[src/rtl/adc_capture_pkg.sv]
// Shared state encoding and widths for the ADC capture controller.
package adc_capture_pkg;

    localparam int STATE_W     = 2;
    localparam int TRIG_MISS_W = 8;

    typedef enum logic [STATE_W-1:0] {
        ST_IDLE    = 2'd0,
        ST_ARMED   = 2'd1,
        ST_CAPTURE = 2'd2,
        ST_DONE    = 2'd3
    } cap_state_t;

endpackage

[src/rtl/adc_cap_peak.sv]
// One lane's absolute-value peak tracker; a clear beats a same-cycle update.
module adc_cap_peak #(
    parameter int SAMP_W = 14
) (
    input  logic              clk,
    input  logic              rst_n,
    input  logic              valid,
    input  logic              clr,
    input  logic [SAMP_W-1:0] sample,
    output logic [SAMP_W-1:0] level
);

    logic [SAMP_W-1:0] abs_val;

    // The most negative sample negates to itself, which reads correctly as 2^(SAMP_W-1) unsigned.
    always_comb begin
        abs_val = sample[SAMP_W-1] ? (-sample) : sample;
    end

    always_ff @(posedge clk or negedge rst_n) begin
        if (!rst_n) begin
            level <= '0;
        end else if (clr) begin
            level <= '0;
        end else if (valid && (abs_val > level)) begin
            level <= abs_val;
        end
    end

endmodule

[src/rtl/adc_capture_ctl.sv]
// ADC capture controller: armed/triggered length-limited capture, trigger-miss count, peak snapshots.
// Define ADC_CAP_NOISE_SW_EN to build the rxq_sw_ctl toggle generator used in noise mode.
module adc_capture_ctl
    import adc_capture_pkg::*;
#(
    parameter int NUM_CH  = 4,
    parameter int SAMP_W  = 14,
    parameter int LANE_W  = 16,
    parameter int LEN_W   = 24,
    parameter int SW_HALF = 1525,
    parameter int TIMO_W  = 6
) (
    input  logic                     adc_clk,
    input  logic                     adc_resetn,
    input  logic                     adc_valid,
    input  logic [NUM_CH*LANE_W-1:0] adc_data,
    input  logic                     xfer_req,
    input  logic                     trig_in,
    input  logic                     noise_mode,
    input  logic [LEN_W-1:0]         cap_len,
    input  logic                     abort,
    input  logic                     clr_max,
    input  logic                     peak_ack,
    output logic                     cap_wr,
    output logic [NUM_CH*LANE_W-1:0] cap_data,
    output logic                     cap_active,
    output logic                     cap_done,
    output logic [LEN_W-1:0]         cap_cnt,
    output logic [STATE_W-1:0]       state,
    output logic [TRIG_MISS_W-1:0]   trig_miss,
    output logic                     peak_req,
    output logic [NUM_CH*LANE_W-1:0] peak,
    output logic                     rxq_sw_ctl
);

    cap_state_t               state_q, state_d;
    logic                     xfer_req_d, trig_in_d, clr_max_d, xfer_rise_q;
    logic                     trig_rise, trig, clr_rise, wr_now, len_hit, done_d;
    logic [LEN_W-1:0]         cnt_inc;
    logic [TIMO_W-1:0]        timo_cnt;
    logic [NUM_CH*LANE_W-1:0] peak_live;

    // The xfer_req edge is registered, so arming lands two cycles after the request rises.
    always_ff @(posedge adc_clk or negedge adc_resetn) begin
        if (!adc_resetn) begin
            xfer_req_d  <= 1'b0;
            trig_in_d   <= 1'b0;
            clr_max_d   <= 1'b0;
            xfer_rise_q <= 1'b0;
        end else begin
            xfer_req_d  <= xfer_req;
            trig_in_d   <= trig_in;
            clr_max_d   <= clr_max;
            xfer_rise_q <= xfer_req & ~xfer_req_d;
        end
    end

    always_comb begin
        trig_rise = trig_in & ~trig_in_d;
        trig      = trig_rise | noise_mode;
        clr_rise  = clr_max & ~clr_max_d;
        wr_now    = adc_valid && (state_q == ST_CAPTURE);
        cnt_inc   = (&cap_cnt) ? cap_cnt : cap_cnt + LEN_W'(1);
        len_hit   = wr_now && (cap_len != '0) && (cnt_inc == cap_len);
    end

    always_comb begin
        state_d = state_q;
        done_d  = 1'b0;
        case (state_q)
            ST_IDLE: begin
                if (xfer_rise_q) state_d = ST_ARMED;
            end
            ST_ARMED: begin
                if (!xfer_req) begin
                    state_d = ST_IDLE;
                end else if (abort) begin
                    state_d = ST_DONE;
                    done_d  = 1'b1;
                end else if (trig) begin
                    state_d = ST_CAPTURE;
                end
            end
            ST_CAPTURE: begin
                if (!xfer_req) begin
                    state_d = ST_IDLE;
                end else if (abort || len_hit) begin
                    state_d = ST_DONE;
                    done_d  = 1'b1;
                end
            end
            ST_DONE: begin
                if (!xfer_req) state_d = ST_IDLE;
            end
            default: state_d = ST_IDLE;
        endcase
    end

    always_ff @(posedge adc_clk or negedge adc_resetn) begin
        if (!adc_resetn) begin
            state_q   <= ST_IDLE;
            cap_wr    <= 1'b0;
            cap_data  <= '0;
            cap_done  <= 1'b0;
            cap_cnt   <= '0;
            trig_miss <= '0;
        end else begin
            state_q  <= state_d;
            cap_wr   <= wr_now;
            cap_data <= adc_data;
            cap_done <= done_d;
            if ((state_q == ST_IDLE) && (state_d == ST_ARMED)) begin
                cap_cnt <= '0;
            end else if (wr_now) begin
                cap_cnt <= cnt_inc;
            end
            if ((state_q == ST_IDLE) && trig_rise && !(&trig_miss)) begin
                trig_miss <= trig_miss + TRIG_MISS_W'(1);
            end
        end
    end

    assign state      = state_q;
    assign cap_active = (state_q == ST_CAPTURE);

    for (genvar i = 0; i < NUM_CH; i++) begin : g_lane
        logic [SAMP_W-1:0] lane_level;

        adc_cap_peak #(.SAMP_W(SAMP_W)) u_peak (
            .clk    (adc_clk),
            .rst_n  (adc_resetn),
            .valid  (adc_valid),
            .clr    (clr_rise),
            .sample (adc_data[LANE_W*i +: SAMP_W]),
            .level  (lane_level)
        );

        assign peak_live[LANE_W*i +: LANE_W] = LANE_W'(lane_level);
    end

    // A snapshot is held until acknowledged or timed out, then reloaded after one idle cycle.
    always_ff @(posedge adc_clk or negedge adc_resetn) begin
        if (!adc_resetn) begin
            peak_req <= 1'b0;
            peak     <= '0;
            timo_cnt <= '0;
        end else if (!peak_req) begin
            peak_req <= 1'b1;
            peak     <= peak_live;
            timo_cnt <= '0;
        end else if (peak_ack || (&timo_cnt)) begin
            peak_req <= 1'b0;
        end else begin
            timo_cnt <= timo_cnt + TIMO_W'(1);
        end
    end

`ifdef ADC_CAP_NOISE_SW_EN
    localparam int SW_CNT_W = (SW_HALF > 1) ? $clog2(SW_HALF) : 1;

    logic [SW_CNT_W-1:0] sw_cnt;

    always_ff @(posedge adc_clk or negedge adc_resetn) begin
        if (!adc_resetn) begin
            sw_cnt     <= '0;
            rxq_sw_ctl <= 1'b0;
        end else if (!noise_mode) begin
            sw_cnt     <= '0;
            rxq_sw_ctl <= 1'b0;
        end else if (sw_cnt == SW_CNT_W'(SW_HALF - 1)) begin
            sw_cnt     <= '0;
            rxq_sw_ctl <= ~rxq_sw_ctl;
        end else begin
            sw_cnt <= sw_cnt + SW_CNT_W'(1);
        end
    end
`else
    assign rxq_sw_ctl = 1'b0;
`endif

endmodule

[config.mk]
export PLATFORM = sky130hd
export DESIGN_NAME = adc_capture_ctl
export DESIGN_NICKNAME = d
export VERILOG_FILES = /design/src/rtl/adc_capture_pkg.sv /design/src/rtl/adc_cap_peak.sv /design/src/rtl/adc_capture_ctl.sv
export SDC_FILE = /design/constraint.sdc
export NUM_CORES = 1
export LEC_CHECK = 0
export ABC_AREA = 1
export BUFFER_PORTS_ARGS = -buffer_cell sky130_fd_sc_hd__buf_2
export CORE_ASPECT_RATIO = 0.9
export CORE_MARGIN = 4
export CORE_UTILIZATION = 40
export CTS_BUF_LIST = sky130_fd_sc_hd__clkbuf_4 sky130_fd_sc_hd__clkbuf_8 sky130_fd_sc_hd__clkbuf_16
export DETAILED_ROUTE_END_ITERATION = 6
export SLEW_MARGIN = 20
export SYNTH_ARGS = -nofsm -noshare
export SYNTH_HDL_FRONTEND = slang
export SYNTH_SLANG_ARGS = --single-unit
[constraint.sdc]
create_clock -name adc_clk -period 4.4 [get_ports adc_clk]
set_input_delay 1.32 -clock adc_clk [delete_from_list [all_inputs] [get_ports adc_clk]]
set_output_delay 1.32 -clock adc_clk [all_outputs]
set_load 0.01 [all_outputs]
# Yosys cells after proc, flatten, opt, wreduce, memory -nomap -nowiden
# Cells that the tools add are included.
[totals] register_bits=223 latch_bits=0 mem_bits_rw=0 mem_bits_ro=0 in_bits=97 wordCells=96 n_memories=0
[op_classes] add_sub_neg=7 multipliers=0 n_div=0 order_cmp=4 eq_ne=6 shift=0 n_mux=32 bitwise=7 n_reduce_logical=23
[ops] op="$mux 14" n=12
[ops] op="$mux 24" n=3
[ops] op="$gt 14x14->1" n=4
[ops] op="$neg 14->14" n=4
[ops] op="$add 24x1->24 const B" n=1
[ops] op="$eq 24x24->1" n=1
[ops] op="$reduce_and 24->1" n=1
[ops] op="$reduce_bool 24->1" n=1
[ops] op="$mux 2" n=7
[ops] op="$mux 6" n=2
[ops] op="$logic_and 1x1->1" n=10
[ops] op="$reduce_bool 2->1" n=5
[ops] op="$add 8x1->8 const B" n=1
[ops] op="$pmux 2 s4" n=1
[ops] op="$reduce_and 8->1" n=1
[ops] op="$add 6x1->6 const B" n=1
[ops] op="$mux 1" n=6
[ops] op="$reduce_and 6->1" n=1
[ops] op="$eq 2x1->1 const B" n=2
[ops] op="$eq 2x2->1 const B" n=2
[ops] op="$and 1x1->1" n=3
[ops] op="$not 1->1" n=3
[ops] op="$logic_not 2->1" n=1
[ops] op="$logic_or 1x1->1" n=2
[ops] op="4 further kinds" n=4

# Longest topological paths before layout
# Gate-level depths: netlist (run 1).
[logic_depth] word_depth=11 mapped_depth=22 ltp_nobuf=21

# Hierarchy
# A second synthesis (run 1) with hierarchy kept.
[unflattened] hier_cells=1713 area_unflattened_um2=12929.9
[by_module_without_submodules] module="adc_capture_ctl" n_inst=1 cells_per_inst=840 area_per_inst_um2=7173.1 seq_area_each_um2=4179.0
[by_module_without_submodules] module="adc_cap_peak at g_lane[0].u_peak ..." n_inst=2 cells_per_inst=215 area_per_inst_um2=1396.3 seq_area_each_um2=350.3
[by_module_without_submodules] module="adc_cap_peak at g_lane[2].u_peak" n_inst=1 cells_per_inst=224 area_per_inst_um2=1503.9 seq_area_each_um2=350.3
[by_module_without_submodules] module="adc_cap_peak at g_lane[1].u_peak" n_inst=1 cells_per_inst=219 area_per_inst_um2=1460.2 seq_area_each_um2=350.3

# Worst setup path after synthesis (run 1)
# No wires, ideal clock.
[synth_timing] kind="input-to-reg" from="input adc_data[32]" to="register g_lane[2].u_peak.level[10]" t_arrival_ns=4.113 setup_slack_ns=0.205 stages=21 cell_sequence="inv_1 ha_1 inv_1 nor3_1 nor3b_1 inv_1 nor3_1 nand2_1 o31ai_1 xor2_1 inv_1 ha_1 nand2_1 nor3_1 nand4_1 o221ai_1 nand3_1 inv_1 clkbuf_1 nand2_1 o21ai_0"
[synth_via] elab_chain_len=5
[synth_lines] item="start, declared" line="adc_capture_ctl.sv:16" source="input logic [NUM_CH*LANE_W-1:0] adc_data,"
[synth_lines] item="$neg 14->14" line="adc_cap_peak.sv:17" source="abs_val = sample[SAMP_W-1] ? (-sample) : sample;"
[synth_lines] item="$mux 14 (*)" line="adc_cap_peak.sv:17"
[synth_lines] item="$gt 14x14->1" line="adc_cap_peak.sv:25" source="end else if (valid && (abs_val > level)) begin"
[synth_lines] item="$logic_and 1x1->1" line="adc_cap_peak.sv:25"
[synth_lines] item="$reduce_bool 2->1 (no line)"
[synth_lines] item="end signal, assigned" line="adc_cap_peak.sv:26" source="level <= abs_val;"
[synth_lines] item="end, declared" line="adc_cap_peak.sv:10" source="output logic [SAMP_W-1:0] level"
# Every way passes the cells marked *; elsewhere a longest branch is shown, timed or not. The select of a mux whose other input is x is not followed.
# A chain may end at the register's enable or synchronous reset.

# Final worst setup path (run 1)
[layout_timing] from="input adc_data[32]" to="register g_lane[2].u_peak.level[9]"
# Same word-level chain as after synthesis.

==> qor.txt, run 1 <==
outcome = finished, final reports clean
Slew @ Worst Pin = 864 ps
initial antenna violation count = 0
CTS resizes = 0
Post CTS Setup Buffer Count = 0
largest net degree at the start of global routing = 119
Cell Pwr Density = 465 nW/µm²
CTS tree = yes
clock root buffer = clkbuf_16
crit end category = flip-flop
slowest CP cell = ha_1
synth warn = 0
Post-synth EDFFs = 0
Post-Syn Area per Cell = 8.47 µm²
DR WL/cell = 15.6 µm
critical path data arrival time = 4320 ps
DRT iter0 DRCs = 707
fin. max-slew vios = 0
CP Max Fanout = 7
max_cap viols = 0
Clock Skew = 8.69 ps
Synth top area share = 48.3%
CTS Buffer Depth = 3
port bufs = 254
ys async rst share = 100%
hold buffer count at CTS = 0
all-layer global routing usage = 19.3%
first-pass GRT wire length = 51000 µm
CP top delay family = simple AND/OR/NAND/NOR gates
Setup Total Neg Slack = 0 ps
clock sinks = 223
Synth Cell Area = 11600 µm²
worst-case reg-to-reg path depth = 7
total number of vias = 9961
Slowest Stage Delay on Critical Path = 270 ps
post-synthesis cell count = 1365
worst reg2reg path endpoint = cap_cnt[6]
Hold Vio Cnt, Final = 0
buffers plus inverters on the worst setup path = 7
Synth cell types = 43
Critical Path Source = adc_data[32]
die area = 31700 µm²
nets = 1802
post-route ant nets = 0
I/O pin cnt = 264
R2R Setup Slk = 1600 ps
top post-synthesis cells by count = nand2_1, dfrtp_1, inv_1
Synth Register Bits = 223
post-DR vias/cell = 4.94
Clock transition at path regs = 60 ps
Critical Path Source Type = input pin
Core Util, Final = 50.6%
top cells by area, synth = dfrtp_1, nand2_1, ha_1, o21ai_0, inv_1
critical path cell sequence = buf_2 -> inv_1 -> ha_1 -> inv_1 -> nor3_1 -> nor3b_1 -> inv_1 -> nor3_2 -> nand2_1 -> o31ai_1 -> xor2_1 -> inv_1 -> ha_1 -> nand2_1 -> nor3_1 -> nand4_1 -> nor4_1 -> nor2_1 -> nand3_1 -> inv_1 -> buf_4 -> nand2_1 -> o21ai_0
top-count cell post-synth = nand2_1
relative slew slack = 42.3%
Hold Crit Class = reg -> reg
unrepaired setup endpoints after global routing = false
worst endpoint required time = 4810 ps
CTS Buf Count = 26
final wirelength = 31500 µm
Tmin final = 3910 ps
drt drc = 0
WP depth = 23
area grow syn2layout = 23.6%
htree depth = 1
Die Ht = 169 µm
vias in the first global route = 9799
Clk Latency, worst-skew pair = 530 ps
DP Wirelength = 24100 µm
cell mode on critical path = inv_1
final period utilization = 88.9%
iteration count of the initial detailed-routing pass = 7
core area = 28200 µm²
Main synth FF type = dfrtp_1
share of cells above drive strength 1 = 21.7%
Die X = 187 µm
n_diodes = 0
cell taking the most area after synthesis = dfrtp_1
GPL Wtd Cong = 0.902
fill cell count = 2725
# setup viols final = 0
Pleak = 0.00734 µW
total gr overflow = 0
WS Path Type = in -> reg
reg2reg start = state[1]
Starting Density = 41.0%
maximum vdd drop = 0.000300 V
crit path capture = g_lane[2].u_peak.level[9]
Cell Rows = 58
fmax = 256 MHz
register area share after synthesis = 48.3%
==> how the worst min path moves through the flow <==
stage	startpoint	endpoint	slack (ps)	cells past startpoint
2_1_floorplan	xfer_req_d	xfer_rise_q	380	1
3_3_place_gp	xfer_req_d	xfer_rise_q	390	1
3_5_place_dp	xfer_req_d	xfer_rise_q	390	1
4_1_cts	xfer_req_d	xfer_rise_q	410	1
5_1_grt	xfer_req_d	xfer_rise_q	420	1
6_report	xfer_req_d	xfer_rise_q	400	1
==> cell usage in the layout (no fill, tap or decap), drive strengths merged, types with 3 or more instances in the layout <==
cell and instances:
inv 188, clkbuf 34, nor2 105, a21o 3, o22ai 21, a31oi 4, clkinv 9, conb 9
xor2 41, nand4 19, o21ai 145, nor4 7, nor3 20, buf 282, o21a 3, a21oi 32
o31ai 5, nand3 115, o211ai 4, xnor2 18, ha 67, bufinv 4, nand2 285, dfrtp 223
==> sequential cells by signal, indices dropped and copies added, names as in the netlist <==
register	count
xfer_req_d	1
g_lane.u_peak.level	56
xfer_rise_q	1
state	2
trig_miss	8
cap_cnt	24
cap_wr	1
cap_done	1
clr_max_d	1
peak_req	1
trig_in_d	1
cap_data	64
peak	56
timo_cnt	6
==> per-layer routing <==
layer  vias up  wire length [µm]  global-route usage (%)
met2       292             14100                    30.8
met3        47              2210                    3.99
met1      4632             14400                    27.2
met4         0               786                    4.95
li1       4990                 -                       -
met5         -                 0                       0
==> where the power goes <==
group | total, µW | leakage (µW) | internal (µW) | switching (µW)
clock network | 2320 | 0.000468 | 1440 | 884
registers | 2580 | 0.00283 | 2410 | 170
logic | 1750 | 0.00404 | 633 | 1120
total | 6650 | 0.00734 | 4480 | 2170
==> logic make-up after synthesis <==
group	Yosys count	share of synthesized area [%]
adder cells (fa/ha/maj)	67	7.25
XOR/XNOR	59	4.53
AND/OR/NAND/NOR	557	21.3
other	1	0.0324
buffers and inverters	233	7.99
multiplexers	1	0.0974
flip-flops	223	48.3
AO/OA/AOI/OAI	224	10.5
==> metrics by stage <==
| step | hold slack [ps] | setup slack (ps) | total power, µW | cell area (µm²) | std cells |
|---|---|---|---|---|---|
| after floorplan | 376 | 205 | 3660 | 11600 | 1373 |
| after global placement | 385 | -85.7 | 4340 | 13300 | 1969 |
| after detailed placement | 394 | -187 | 4380 | 13300 | 1969 |
| after CTS | 407 | 360 | 6730 | 14300 | 2017 |
| after global routing | 422 | 54.9 | 7110 | 14300 | 2018 |
| final | 402 | 488 | 6650 | 14300 | 2018 |
==> final cells by class <==
class                           count  area (µm²)  area share (%)
Clock buffer                       34         753            5.27
Clock inverter                     14         180            1.26
Inverter                          188         706            4.94
Multi-Input combinational cell    917        5090            35.6
Sequential cell                   223        5580            39.1
Tap cell                          360         450            3.15
Timing Repair Buffer              282        1520            10.7
Power figures use the tool's default switching activity.
==> run 2: changes to the inputs <==
SYNTH_HIERARCHICAL = 1   (was not set)
==> qor.txt, run 2 <==
die area = 35300 µm² (was 31700 µm²)
Seq pwr share = 37.9% (was 38.7%)
max_cap viols = 0 (unchanged)
buffers plus inverters on the worst setup path = 3 (was 7)
top post-synthesis cells by count = nand2_1, inv_1, dfrtp_1 (was nand2_1, dfrtp_1, inv_1)
Pleak = 0.00858 µW (was 0.00734 µW)
initial antenna violation count = 1 (was 0)
Hold Slack = 391 ps (was 402 ps)
share of cells above drive strength 1 = 20.5% (was 21.7%)
DR WL/cell = 14.5 µm (was 15.6 µm)
cell taking the most area after synthesis = dfrtp_1 (unchanged)
Slew @ Worst Pin = 903 ps (was 864 ps)
final setup margin = 951 ps (was 488 ps)
CTS Buffer Depth = 3 (unchanged)
largest net degree at the start of global routing = 74 (was 119)
clock share of power = 36.1% (was 34.9%)
CTS tree = yes (unchanged)
post-synthesis cell count = 1713 (was 1365)
final period utilization = 78.4% (was 88.9%)
top-count cell post-synth = nand2_1 (unchanged)
worst endpoint required time = 4870 ps (was 4810 ps)
Slowest Stage Delay on Critical Path = 450 ps (was 270 ps)
hold endpoint = xfer_rise_q (unchanged)
total number of vias = 11749 (was 9961)
relative slew slack = 39.6% (was 42.3%)
worst-case reg-to-reg path depth = 7 (unchanged)
hold path depth = 1 (unchanged)
pre-CTS WS = 432 ps (was -187 ps)
Post-Syn Area per Cell = 7.55 µm² (was 8.47 µm²)
crit end category = flip-flop (unchanged)
sw frac = 33.0% (was 32.7%)
# setup viols final = 0 (unchanged)
critical path data arrival time = 3920 ps (was 4320 ps)
Combinational Power Share = 26.0% (was 26.3%)
Cell Rows = 62 (was 58)
CP Max Fanout = 15 (was 7)
WP depth = 20 (was 23)
WS Path Type = in -> reg (unchanged)
most common cell after layout, fill and taps aside = nand2_1 (unchanged)
worst hold start = xfer_req_d (unchanged)
n_diodes = 0 (unchanged)
register area share after synthesis = 43.2% (was 48.3%)
Critical Path Source Type = input pin (unchanged)
Clock transition at path regs = 60 ps (about the same)
first-pass GRT wire length = 57000 µm (was 51000 µm)
Post-synth EDFFs = 0 (unchanged)
Setup Total Neg Slack = 0 ps (unchanged)
Starting Density = 40.6% (was 41.0%)
slowest CP cell = nor2_2 (was ha_1)
iteration count of the initial detailed-routing pass = 5 (was 7)
R2R Setup Slk = 1500 ps (was 1600 ps)
vias in the first global route = 11406 (was 9799)
DRT iter0 DRCs = 619 (was 707)
CP top delay family = simple AND/OR/NAND/NOR gates (unchanged)
fin. max-slew vios = 0 (unchanged)
I/O pin cnt = 264 (unchanged)
clock root buffer = clkbuf_16 (unchanged)
most frequent cells in the layout = nand2_1, buf_2, inv_1 (was nand2_1, buf_2, dfrtp_1)
critical path cell sequence = buf_2 -> inv_1 -> ha_1 -> inv_1 -> nor2_1 -> nand2_1 -> nor2_2 -> nand2_1 -> nand3_1 -> nand2_2 -> ha_1 -> nand2_1 -> nor2_2 -> nand3_2 -> nor2_1 -> nor2_2 -> nand2_4 -> nand2_1 -> nand2_1 -> nand2_1 (was buf_2 -> inv_1 -> ha_1 -> inv_1 -> nor3_1 -> nor3b_1 -> inv_1 -> nor3_2 -> nand2_1 -> o31ai_1 -> xor2_1 -> inv_1 -> ha_1 -> nand2_1 -> nor3_1 -> nand4_1 -> nor4_1 -> nor2_1 -> nand3_1 -> inv_1 -> buf_4 -> nand2_1 -> o21ai_0)
cell mode on critical path = nand2_1 (was inv_1)
Clk Latency, worst-skew pair = 540 ps (was 530 ps)
Die X = 198 µm (was 187 µm)
post-DR vias/cell = 4.90 (was 4.94)
clock sinks = 223 (unchanged)
hold buffer count at CTS = 0 (unchanged)
Post CTS Setup Buffer Count = 0 (unchanged)
Hold Crit Class = reg -> reg (unchanged)
Clock Skew = 7.19 ps (was 8.69 ps)
nets = 2123 (was 1802)
maximum vdd drop = 0.000485 V (was 0.000300 V)
all-layer global routing usage = 19.4% (was 19.3%)
Synth Cell Area = 12900 µm² (was 11600 µm²)
Core Util, Final = 48.8% (was 50.6%)
unrepaired setup endpoints after global routing = false (unchanged)
total gr overflow = 0 (unchanged)
NetSw = 2280 µW (was 2170 µW)
Synth cell types = 40 (was 43)
Pint = 4620 µW (was 4480 µW)
post-route ant nets = 0 (unchanged)
Top Registers = cap_data (64), g_lane.u_peak/level (56), peak (56) (was cap_data (64), g_lane.u_peak.level (56), peak (56))
Die Ht = 179 µm (was 169 µm)
GPL Wtd Cong = 0.879 (was 0.902)
synth warn = 6 (was 0)
Cell Pwr Density = 444 nW/µm² (was 465 nW/µm²)
max FFs per register = 64 (unchanged)
Hold Vio Cnt, Final = 0 (unchanged)
CTS resizes = 0 (unchanged)
DP Wirelength = 25800 µm (was 24100 µm)
reg2reg start = state[1] (unchanged)
port bufs = 254 (unchanged)
Reg with most FFs = cap_data (unchanged)
CTS Buf Count = 27 (was 26)
Synth top area share = 43.2% (was 48.3%)
area grow syn2layout = 20.2% (was 23.6%)
drt drc = 0 (unchanged)
top cells by area, synth = dfrtp_1, nand2_1, inv_1, ha_1, nand3_1 (was dfrtp_1, nand2_1, ha_1, o21ai_0, inv_1)
fmax = 290 MHz (was 256 MHz)
outcome = finished, final reports clean (unchanged)
core area = 31900 µm² (was 28200 µm²)
final wirelength = 34800 µm (was 31500 µm)
Tmin final = 3450 ps (was 3910 ps)
Main synth FF type = dfrtp_1 (unchanged)
ys async rst share = 100% (unchanged)
htree depth = 1 (unchanged)
Synth Register Bits = 223 (unchanged)
worst reg2reg path endpoint = cap_cnt[22] (was cap_cnt[6])
## run 2: cell count changes after synthesis, moves of 13 or more
| cell | before | now |
|---|---|---|
| buf_2 | 0 | 14 |
| clkbuf_1 | 33 | 20 |
| inv_1 | 187 | 226 |
| nand2_1 | 279 | 609 |
| nand3_1 | 113 | 141 |
| nand3_2 | 2 | 27 |
| nand4_1 | 19 | 66 |
| nor2_2 | 7 | 20 |
| nor3_1 | 20 | 6 |
| o21ai_0 | 144 | 41 |
| xor2_1 | 40 | 15 |
## run 2: power groups by stage
stage | Clock (µW) | Sequential (µW) | Combinational [µW]
after CTS | 2570 | 2620 | 1820
after global routing | 2660 | 2660 | 2060
final | 2490 | 2620 | 1790
after global placement | 0 | 2640 | 1770
after floorplan | 0 | 2700 | 1130
after detailed placement | 0 | 2650 | 1810
## run 2: cells by family after synthesis
logic type,after synthesis,synth area share [%]
AO/OA/AOI/OAI,95,4.01
XOR/XNOR,21,1.42
adder cells (fa/ha/maj),67,6.48
buffers and inverters,293,9.53
flip-flops,223,43.2
multiplexers,1,0.0871
other,1,0.0290
AND/OR/NAND/NOR,1012,35.3
## run 2: per-stage QoR
| stage | cell area [µm²] | std cells | power, µW |
|---|---|---|---|
| after global placement | 14500 | 2346 | 4420 |
| after global routing | 15500 | 2396 | 7380 |
| after detailed placement | 14500 | 2346 | 4460 |
| after CTS | 15500 | 2396 | 7010 |
| after floorplan | 13000 | 1721 | 3830 |
| final | 15500 | 2396 | 6900 |
## run 2: final cells by class
| cell class | count | area, µm² |
|---|---|---|
| Fill cell | 3185 | 16300 |
| Multi-Input combinational cell | 1205 | 6150 |
| Sequential cell | 223 | 5580 |
| Timing Repair Buffer | 265 | 1390 |
| Inverter | 237 | 891 |
| Clock buffer | 40 | 811 |
| Tap cell | 416 | 520 |
| Clock inverter | 10 | 206 |
## run 2: layer usage
layer,vias to the layer above,track usage (%),wire (µm)
met5,-,0,20
met4,2,5.71,990
met3,59,3.31,2110
met2,317,31.1,15700
met1,5451,27.1,16000
li1,5920,-,-
## run 2: worst max path at each step
stage / start / end
final: adc_data[48] / g_lane[3].u_peak/level[6]
after global routing: adc_data[48] / g_lane[3].u_peak/level[11]
after CTS: adc_data[48] / g_lane[3].u_peak/level[6]
after detailed placement: adc_data[48] / g_lane[3].u_peak/level[6]
after global placement: adc_data[16] / g_lane[1].u_peak/level[12]
after floorplan: adc_data[0] / g_lane[0].u_peak/level[9]
